**src/rtl/emu_ff_scan_ctrl.sv**
```systemverilog
// emu_ff_scan_ctrl: checkpoint sequencer for the emulator flip-flop scan chain.
// A dump halts the DUT and rotates the chain in loopback while streaming each beat out.
// A restore halts the DUT and shifts streamed beats into the chain.
module emu_ff_scan_ctrl #(
  parameter int DATA_WIDTH  = 64,
  parameter int CHAIN_BEATS = 3,
  parameter int CNT_WIDTH   = $clog2(CHAIN_BEATS + 1)
) (
  input  logic                  clk,
  input  logic                  rst_n,
  input  logic                  cmd_valid,
  output logic                  cmd_ready,
  input  logic                  cmd_dir,
  input  logic                  cmd_resume,
  output logic                  busy,
  output logic                  done,
  output logic [CNT_WIDTH-1:0]  beat_cnt,
  output logic                  emu_halt,
  output logic                  ff_scan,
  output logic [DATA_WIDTH-1:0] ff_sdi,
  input  logic [DATA_WIDTH-1:0] ff_sdo,
  output logic                  out_valid,
  input  logic                  out_ready,
  output logic [DATA_WIDTH-1:0] out_data,
  input  logic                  in_valid,
  output logic                  in_ready,
  input  logic [DATA_WIDTH-1:0] in_data
);

  typedef enum logic [2:0] {
    ST_IDLE,
    ST_SETTLE,
    ST_DUMP,
    ST_LOAD,
    ST_FINISH
  } state_t;

  localparam logic [CNT_WIDTH-1:0] LAST_CNT = CNT_WIDTH'(CHAIN_BEATS);
  localparam logic [CNT_WIDTH-1:0] ONE_CNT  = CNT_WIDTH'(1);

  state_t                 state_q, state_d;
  logic                   dir_q, dir_d;
  logic                   resume_q, resume_d;
  logic                   halt_hold_q, halt_hold_d;
  logic                   done_q, done_d;
  logic [CNT_WIDTH-1:0]   beat_cnt_q, beat_cnt_d;

  // State register; reset releases halt so a reset mid-command frees the DUT.
  always_ff @(posedge clk or negedge rst_n) begin
    if (!rst_n) begin
      state_q     <= ST_IDLE;
      dir_q       <= 1'b0;
      resume_q    <= 1'b0;
      halt_hold_q <= 1'b0;
      done_q      <= 1'b0;
      beat_cnt_q  <= '0;
    end else begin
      state_q     <= state_d;
      dir_q       <= dir_d;
      resume_q    <= resume_d;
      halt_hold_q <= halt_hold_d;
      done_q      <= done_d;
      beat_cnt_q  <= beat_cnt_d;
    end
  end

  // Next-state logic: count beats and move to FINISH on the transfer that completes the chain.
  always_comb begin
    state_d     = state_q;
    dir_d       = dir_q;
    resume_d    = resume_q;
    halt_hold_d = halt_hold_q;
    done_d      = 1'b0;
    beat_cnt_d  = beat_cnt_q;
    unique case (state_q)
      ST_IDLE: begin
        if (cmd_valid) begin
          dir_d       = cmd_dir;
          resume_d    = cmd_resume;
          halt_hold_d = 1'b1;
          beat_cnt_d  = '0;
          state_d     = ST_SETTLE;
        end
      end
      ST_SETTLE: begin
        state_d = dir_q ? ST_LOAD : ST_DUMP;
      end
      ST_DUMP: begin
        if (out_ready) begin
          beat_cnt_d = beat_cnt_q + ONE_CNT;
          if (beat_cnt_d == LAST_CNT) begin
            state_d = ST_FINISH;
            done_d  = 1'b1;
          end
        end
      end
      ST_LOAD: begin
        if (in_valid) begin
          beat_cnt_d = beat_cnt_q + ONE_CNT;
          if (beat_cnt_d == LAST_CNT) begin
            state_d = ST_FINISH;
            done_d  = 1'b1;
          end
        end
      end
      ST_FINISH: begin
        if (resume_q) begin
          halt_hold_d = 1'b0;
        end
        state_d = ST_IDLE;
      end
      default: begin
        state_d = ST_IDLE;
      end
    endcase
  end

  // Scan-port and stream outputs; the ready/valid to ff_scan paths stay combinational so the shift lands in the transfer cycle.
  always_comb begin
    cmd_ready = (state_q == ST_IDLE);
    busy      = (state_q != ST_IDLE);
    done      = done_q;
    beat_cnt  = beat_cnt_q;
    emu_halt  = halt_hold_q || (state_q != ST_IDLE);
    ff_scan   = 1'b0;
    ff_sdi    = ff_sdo;
    out_valid = 1'b0;
    out_data  = ff_sdo;
    in_ready  = 1'b0;
    if (state_q == ST_DUMP) begin
      out_valid = 1'b1;
      ff_scan   = out_ready;
    end else if (state_q == ST_LOAD) begin
      in_ready = 1'b1;
      ff_sdi   = in_data;
      ff_scan  = in_valid;
    end
  end

endmodule

```
**config.mk**
```make
export PLATFORM = sky130hd
export DESIGN_NAME = emu_ff_scan_ctrl
export DESIGN_NICKNAME = d
export VERILOG_FILES = /design/src/rtl/emu_ff_scan_ctrl.sv
export SDC_FILE = /design/constraint.sdc
export NUM_CORES = 1
export LEC_CHECK = 0
export CORE_AREA = 2 2 106 108
export DETAILED_ROUTE_END_ITERATION = 12
export DIE_AREA = 0 0 108 110
export PLACE_DENSITY_LB_ADDON = 0.2
export SYNTH_ARGS = -nofsm -noshare
export SYNTH_HDL_FRONTEND = slang
export SYNTH_SLANG_ARGS = --single-unit
```
**constraint.sdc**
```tcl
create_clock -name clk -period 4.7 [get_ports clk]
set_clock_uncertainty 0.05 [all_clocks]
set_input_delay 0.94 -clock clk [delete_from_list [all_inputs] [get_ports clk]]
set_output_delay 0.94 -clock clk [all_outputs]
set_load 0.02 [all_outputs]
```
### Word level (Yosys, flattened, before mapping)

Index checks and enable logic that the tools add are counted.

| storage, ports and cells | value |
|---|---|
| bits in registers | 9 |
| input bits | 135 |
| output and inout port bits | 137 |

| operators by class | value |
|---|---|
| $add $sub $neg | 1 |
| equal/unequal tests | 9 |
| muxes and demuxes | 24 |
| reduce and logical (&&, ||, !) cells | 9 |

Operators by type and width:

| cell | number |
|---|---|
| 2-to-1 mux 64 bit | 2 |
| 2-to-1 mux 3 bit | 4 |
| case mux 3 bit (4 select lines) | 1 |
| 2-to-1 mux 1 bit | 11 |
| != test 2 bit (second input constant) | 4 |
| == test 3 x 2 -> 1 bit (second input constant) | 2 |
| 2-to-1 mux 2 bit | 3 |
| case mux 2 bit (3 select lines) | 1 |
| AND reduction 3 bit | 2 |
| nonzero test 3 bit | 2 |
| case mux 1 bit (2 select lines) | 2 |
| AND reduction 4 bit | 1 |
| == test 3 x 1 -> 1 bit (second input constant) | 1 |
| == test 3 bit (second input constant) | 1 |
| zero test 3 bit | 1 |
| adder 2 x 1 -> 2 bit (second input constant) | 1 |
| == test 2 bit (second input constant) | 1 |
| AND reduction 2 bit | 1 |
| nonzero test 2 bit | 1 |
| logical OR 1 bit | 1 |

### Depth between registers and ports, before layout

Gate-level depths: netlist of run 1.

| depth | value |
|---|---|
| depth after elaboration | 5 |
| mapped depth | 5 |
| depth with buffers taken out | 5 |

### Least setup slack after synthesis of run 1

Ideal clock, no wire load.

| path | value |
|---|---|
| kind | input -> output |
| start | in out_ready |
| end | out ff_scan |
| arrival | 1345 ps |
| data required time | 3710 ps |
| slack | 2365 ps |
| cell stages on the path | 3 |
| path buffers | 0 |
| cells stage by stage | nand2b_1 -> a21o_1 -> inv_1 |

| between the ends | value |
|---|---|
| cells in the longest elaborated chain, start to end | 1 |

RTL lines:

| what | line | source |
|---|---|---|
| from (decl) | 23 | `input logic out_ready,` |
| 2-to-1 mux 1 bit | 130 | `if (state_q == ST_DUMP) begin` |
| to (decl) | 19 | `output logic ff_scan,` |

Every way passes these cells.

### Worst setup path in the final report of run 1

| path | value |
|---|---|
| start | in in_valid |
| end | out ff_scan |

| between the ends | value |
|---|---|
| cells in the longest elaborated chain, start to end | 2 |

RTL lines:

| what | line | source |
|---|---|---|
| from (decl) | 25 | `input logic in_valid,` |
| 2-to-1 mux 1 bit | 133 | `end else if (state_q == ST_LOAD) begin` |
| 2-to-1 mux 1 bit | 130 |  |

Every way passes these cells.

==> reports/metrics.csv, run 1 <==
stage,metric,value,unit
worst_setup_path,cp_max_fo,4,
worst_setup_path,r2r-start,state_q[0],
detailed_routing,dr_total_vias,2040,
floorplanning,die_y,110,um
detailed_routing,routed_via_density,3.878,
worst_setup_path,cpPeakStageDelay,0.61,ns
worst_setup_path,r2r_end,resume_q,
power,power,0.001481,W
finish,layout-drive-gt1-share,0.1917,
finish,regArea,225.2,um2
clock_tree,numCtsBuffers,3,
global_route,track_usage,0.1137,
global_route,grt_max_degree,45,
clock_tree,tritoncts,built,
worst_hold_path,worstHoldStart,resume_q,
worst_setup_path,cp_top_family,buffers and inverters,
sta,slew_headroom,0.6219,
worst_setup_path,startpoint_type,primary input,
yosys,synth-seq-area-share,0.1290,
detailed_routing,firstDrtPassIters,4,
placement,placedInstanceArea,4083,um2
sta,hold_violations,0,
yosys,syn_area_per_cell,9.590,um2
global_route,antenna_found_initial,0,
run,drv_cap,0,
clock_tree,clockRootBuffer,clkbuf_8,
yosys,synthCells,182,
worst_setup_path,reg2reg_slack,3.20,ns
finish,areaGrowthSynthToFinish,136.5,%
placement,dp_worst_setup_slack,1.296,ns
worst_setup_path,r2r.worst_path.cells,4,
floorplanning,coreArea,10700,um2
sta,maxSlewViolCount,0,
sta,fin_crit_sh,0.7249,
clock_tree,postCtsSetupRepairBufs,0,
global_route,met2_usage,0.2201,
sta,rsz0062_at_grt,false,
worst_setup_path,crit_arrival,2.42,ns
floorplanning,dieArea,11880,um2
worst_setup_path,path_common_cell,clkdlybuf4s50_1,
yosys,synth_area,1745,um2
placement,gp_congestion,0.7274,
clock_tree,clk_latency,0.23,ns
power,powerDensity,358.8,nW/um2
power,total_leakage_power,1.584,nW
sta,finalCriticalPeriod,3.407,ns
clock_tree,clkTransAtPathRegs,0.04,ns
power,vdd_drop_max,0.2230,mV
worst_hold_path,hold_depth,1,
global_route,gr-usage-met3,0.03586,
finish,nets,523,
finish,final_cell_mix,"271 x clkdlybuf4s50_1, 64 x mux2_2, 9 x dfrtp_1, 6 x nand2_1",
worst_setup_path,crit_chain,clkdlybuf4s50_1 > nand2_1 > a21o_1 > inv_1 > clkdlybuf4s50_1,
worst_setup_path,crit_required,3.71,ns
clock_tree,cts_sinks,9,
worst_hold_path,hold_class,reg2reg,
worst_setup_path,cp_num_buf_inv,3,
detailed_routing,first_iter_violations,49,
clock_tree,hold_buffers,0,
sta,setup_tns,0,ns
sta,setup_violations,0,
clock_tree,htreeDepth,1,
global_route,gr-total-overflow,0,
global_route,grt_pass1_vias,1944,
floorplanning,die_w,108,um
floorplanning,io_pins,272,
detailed_routing,ant_nets,0,
worst_setup_path,end_kind,output port,
clock_tree,cts_buffer_depth,2,
yosys,synth_nets,318,
global_route,grt.met1_usage,0.1248,
placement,hpwl,6919,um
finish,num_antenna_cells,0,
detailed_routing,wl_per_cell,15.36,um
finish,layout_commonest_cell,clkdlybuf4s50_1,
detailed_routing,drt-total-wl,8079,um
worst_setup_path,critical-path-slowest-cell,clkdlybuf4s50_1,
worst_setup_path,crit_type,in2out,
floorplanning,num_rows,38,
worst_hold_path,min_to,resume_q,
yosys,ys_warn_count,0,
placement,port-buffer-count,271,
yosys,synth.distinct_cells,27,
detailed_routing,drc_errors,0,
yosys,ys_ff_latch,9,
finish,multi_input_area,938.4,um2
finish,final_area,4128,um2
finish,fillers,1052,
global_route,top_usage_layer,met2,
sta,fin_ws,1.293,ns
status,status,"finished, final reports clean",
floorplanning,initial_core_util,0.1632,
global_route,grt_pass1_wl,10670,um
sta,tightest_slew,0.5672,ns
sta,fmax,293.5,MHz
clock_tree,post_cts_resized,0,
==> cells by family (layout without fill, tap and decap cells) <==
group                      Yosys count  count (layout)  synth area share
and+or+nand+nor                     20              20           0.06380
adders and majority gates            1               1          0.007167
muxes                               67              67            0.4358
buffers and inverters               77             281            0.3333
AOI/OAI and AO/OA                    8               8           0.03083
DFF                                  9               9            0.1290
==> registers in the layout, indices dropped and copies added, names as in the netlist <==
name / flops
done: 1
state_q: 3
resume_q: 1
halt_hold_q: 1
beat_cnt: 2
dir_q: 1
==> where the power goes <==
| group | switching (W) | internal, W | total [W] |
|---|---|---|---|
| clock network | 0.0000282 | 0.0000589 | 0.0000871 |
| registers | 0.0000378 | 0.000106 | 0.000144 |
| logic | 0.000567 | 0.000683 | 0.00125 |
| total | 0.000633 | 0.000848 | 0.00148 |
==> worst register-to-register path, delay by kind of cell (launching register included) <==
| family | cells | cell delay (ns) |
|---|---|---|
| buffers and inverters | 1 | 0.07 |
| flip-flops | 1 | 0.48 |
| multiplexers | 1 | 0.30 |
| AND/OR/NAND/NOR | 2 | 0.49 |
==> layout make-up <==
cell class              count  share of cell area
clock buffers               4             0.01091
inverters                   4            0.003941
multi-input cells          96              0.2273
flip-flops and latches      9             0.05456
well taps                 140             0.04244
repair buffers            273              0.6608
==> how the worst max path moves through the flow <==
stage	slack, ns	to	startpoint	depth (start not counted)
finish	1.29	ff_scan	in_valid	5
global route	1.23	ff_scan	in_valid	5
CTS	1.29	ff_scan	in_valid	5
detailed placement	1.30	ff_scan	in_valid	5
global placement	1.31	ff_scan	in_valid	5
floorplan	2.36	ff_scan	out_ready	3
==> synthesized netlist by cell type <==
master	number	area [um2]
a211oi_1	1	7.510
a21o_1	1	7.510
a21oi_1	2	10.01
and2_1	2	12.51
buf_2	2	10.01
buf_4	65	488.0
buf_6	6	67.56
clkinv_2	1	5.000
dfrtp_1	9	225.2
ha_1	1	12.51
inv_1	3	11.26
mux2_2	64	720.7
mux2_4	2	30.03
mux2i_1	1	10.01
nand2_1	6	22.52
nand2_2	1	6.260
nand2b_1	2	12.51
nand3_1	2	10.01
nand3b_1	1	7.510
nand4b_1	1	8.760
nor2_1	2	7.510
nor3_1	1	5.000
o211ai_1	1	7.510
o22ai_1	2	12.51
o2bb2ai_1	1	8.760
or2b_1	1	7.510
or3_4	1	11.26
==> per-layer routing <==
layer / part of all wire / wire length [um]
met1: 0.35 / 2815
met2: 0.53 / 4293
met3: 0.11 / 926
met4: 0.0054 / 44
met5: 0 / 0
==> through the flow <==
step                hold slack (ns)    util  cells
finish                       0.4704  0.3858    526
global route                 0.4955  0.3858    526
CTS                          0.4756  0.3858    526
detailed placement           0.4660  0.3816    522
global placement             0.4658  0.3816    522
floorplan                    0.4229       -    182
(Power assumes the default switching activity.)
==> run 2, diff against run 1 <==
CORE_AREA = 2 2 104 106   (was 2 2 106 108)
DIE_AREA = 0 0 106 108   (was 0 0 108 110)
clock period = 3.52 ns   (was 4.7 ns; I/O delays follow)
==> reports/metrics.csv, run 2 (same netlist as run 1, synthesis figures left out) <==
stage,metric,value,unit
worst_setup_path,cp_max_fo,34,
sta,slew_headroom,0.7018,
placement,port-buffer-count,271,
run,drv_cap,0,
finish,layout_commonest_cell,clkdlybuf4s50_1,
power,power,0.001975,W
sta,rsz0062_at_grt,false,
worst_setup_path,crit_required,2.77,ns
detailed_routing,drt-total-wl,7962,um
finish,final_cell_mix,"271 x clkdlybuf4s50_1, 64 x mux2_2, 9 x dfrtp_1, 6 x nand2_1",
power,total_leakage_power,1.584,nW
detailed_routing,drc_errors,0,
clock_tree,clk_latency,0.23,ns
clock_tree,clockRootBuffer,clkbuf_8,
worst_setup_path,cp_num_buf_inv,2,
finish,final_area,4123,um2
global_route,grt_pass1_vias,2011,
floorplanning,io_pins,272,
detailed_routing,wl_per_cell,15.25,um
placement,placedInstanceArea,4078,um2
worst_setup_path,critical-path-slowest-cell,clkdlybuf4s50_1,
clock_tree,clkTransAtPathRegs,0.05,ns
sta,tightest_slew,0.4473,ns
clock_tree,numCtsBuffers,3,
sta,hold_violations,0,
clock_tree,tritoncts,built,
worst_setup_path,crit_type,reg2out,
global_route,antenna_found_initial,0,
global_route,grt_pass1_wl,11190,um
worst_setup_path,cp_top_family,buffers and inverters,
global_route,track_usage,0.1218,
floorplanning,dieArea,11450,um2
finish,areaGrowthSynthToFinish,136.2,%
detailed_routing,routed_via_density,3.847,
worst_hold_path,hold_class,reg2reg,
sta,setup_tns,0,ns
placement,dp.cells,518,
detailed_routing,ant_nets,0,
floorplanning,die_y,108,um
power,vdd_drop_max,0.3176,mV
floorplanning,num_rows,37,
worst_setup_path,crit_arrival,2.22,ns
clock_tree,hold_buffers,0,
sta,maxSlewViolCount,0,
finish,largest_reg_flops,3,
finish,layout.cells.non_filler,522,
finish,top_register,state_q,
floorplanning,initial_core_util,0.1706,
detailed_routing,firstDrtPassIters,4,
clock_tree,htreeDepth,1,
finish,num_antenna_cells,0,
clock_tree,cts_buffer_depth,2,
clock_tree,post_cts_resized,0,
finish,nets,523,
sta,finalCriticalPeriod,2.977,ns
clock_tree,cts_sinks,9,
floorplanning,coreArea,10230,um2
global_route,grt_max_degree,35,
sta,fmax,335.9,MHz
power,powerDensity,479.1,nW/um2
floorplanning,die_w,106,um
placement,gp_congestion,0.7299,
clock_tree,postCtsSetupRepairBufs,0,
detailed_routing,dr_total_vias,2008,
global_route,gr-total-overflow,0,
worst_setup_path,crit_chain,nand3b_1 > buf_4 > mux2_2 > clkdlybuf4s50_1,
worst_setup_path,end_kind,output port,
finish,layout-drive-gt1-share,0.1917,
sta,fin_crit_sh,0.8459,
worst_setup_path,cpPeakStageDelay,0.55,ns
detailed_routing,first_iter_violations,70,
sta,setup_violations,0,
worst_setup_path,startpoint_type,register,
placement,hpwl,6847,um
status,status,"finished, final reports clean",
run 2: cell counts in the layout (fill, tap and decap cells not counted):
No cell type changed its count.
run 2: final timing paths:
check                           startpoint    endpoint  slack [ns]  cells after the start
worst max-delay path            state_q[2]  ff_sdi[20]        0.54                      4
worst min-delay path              resume_q    resume_q        0.47                      1
worst max register to register  state_q[0]       dir_q        2.01                      4
worst min register to register    resume_q    resume_q        0.47                      1
max in group asynchronous            rst_n        done        2.41                      1
min in group asynchronous            rst_n       dir_q        0.72                      1
run 2: per-stage QoR:
step                hold slack [ns]  setup WS [ns]    util
finish                       0.4677         0.5425  0.4030
global route                 0.4843         0.3666  0.4030
CTS                          0.4696         0.5018  0.4030
detailed placement           0.4595         0.5759  0.3986
global placement             0.4546         0.6016  0.3986
floorplan                    0.3584          1.448       -
run 2: layer usage:
layer	wire length, um	GRT usage	vias to the layer above
met2	4355	0.2424	117
met4	0	0.008459	0
li1	-	-	972
met3	672	0.02712	0
met5	0	0	-
met1	2934	0.1375	919
run 2: cell type report:
| class | count | area (um2) |
|---|---|---|
| Tap cell | 136 | 170.2 |
| Sequential cell | 9 | 225.2 |
| Inverter | 4 | 16.27 |
| Clock buffer | 4 | 45.04 |
| Fill cell | 1011 | 6108 |
| Timing Repair Buffer | 273 | 2728 |
| Multi-Input combinational cell | 96 | 938.4 |
run 2: power breakdown:
group          switching [W]  total, W  internal (W)  leakage [nW]
clock network      0.0000386  0.000117     0.0000787        0.0228
registers          0.0000493  0.000191      0.000142         0.109
logic               0.000755   0.00167      0.000913          1.45
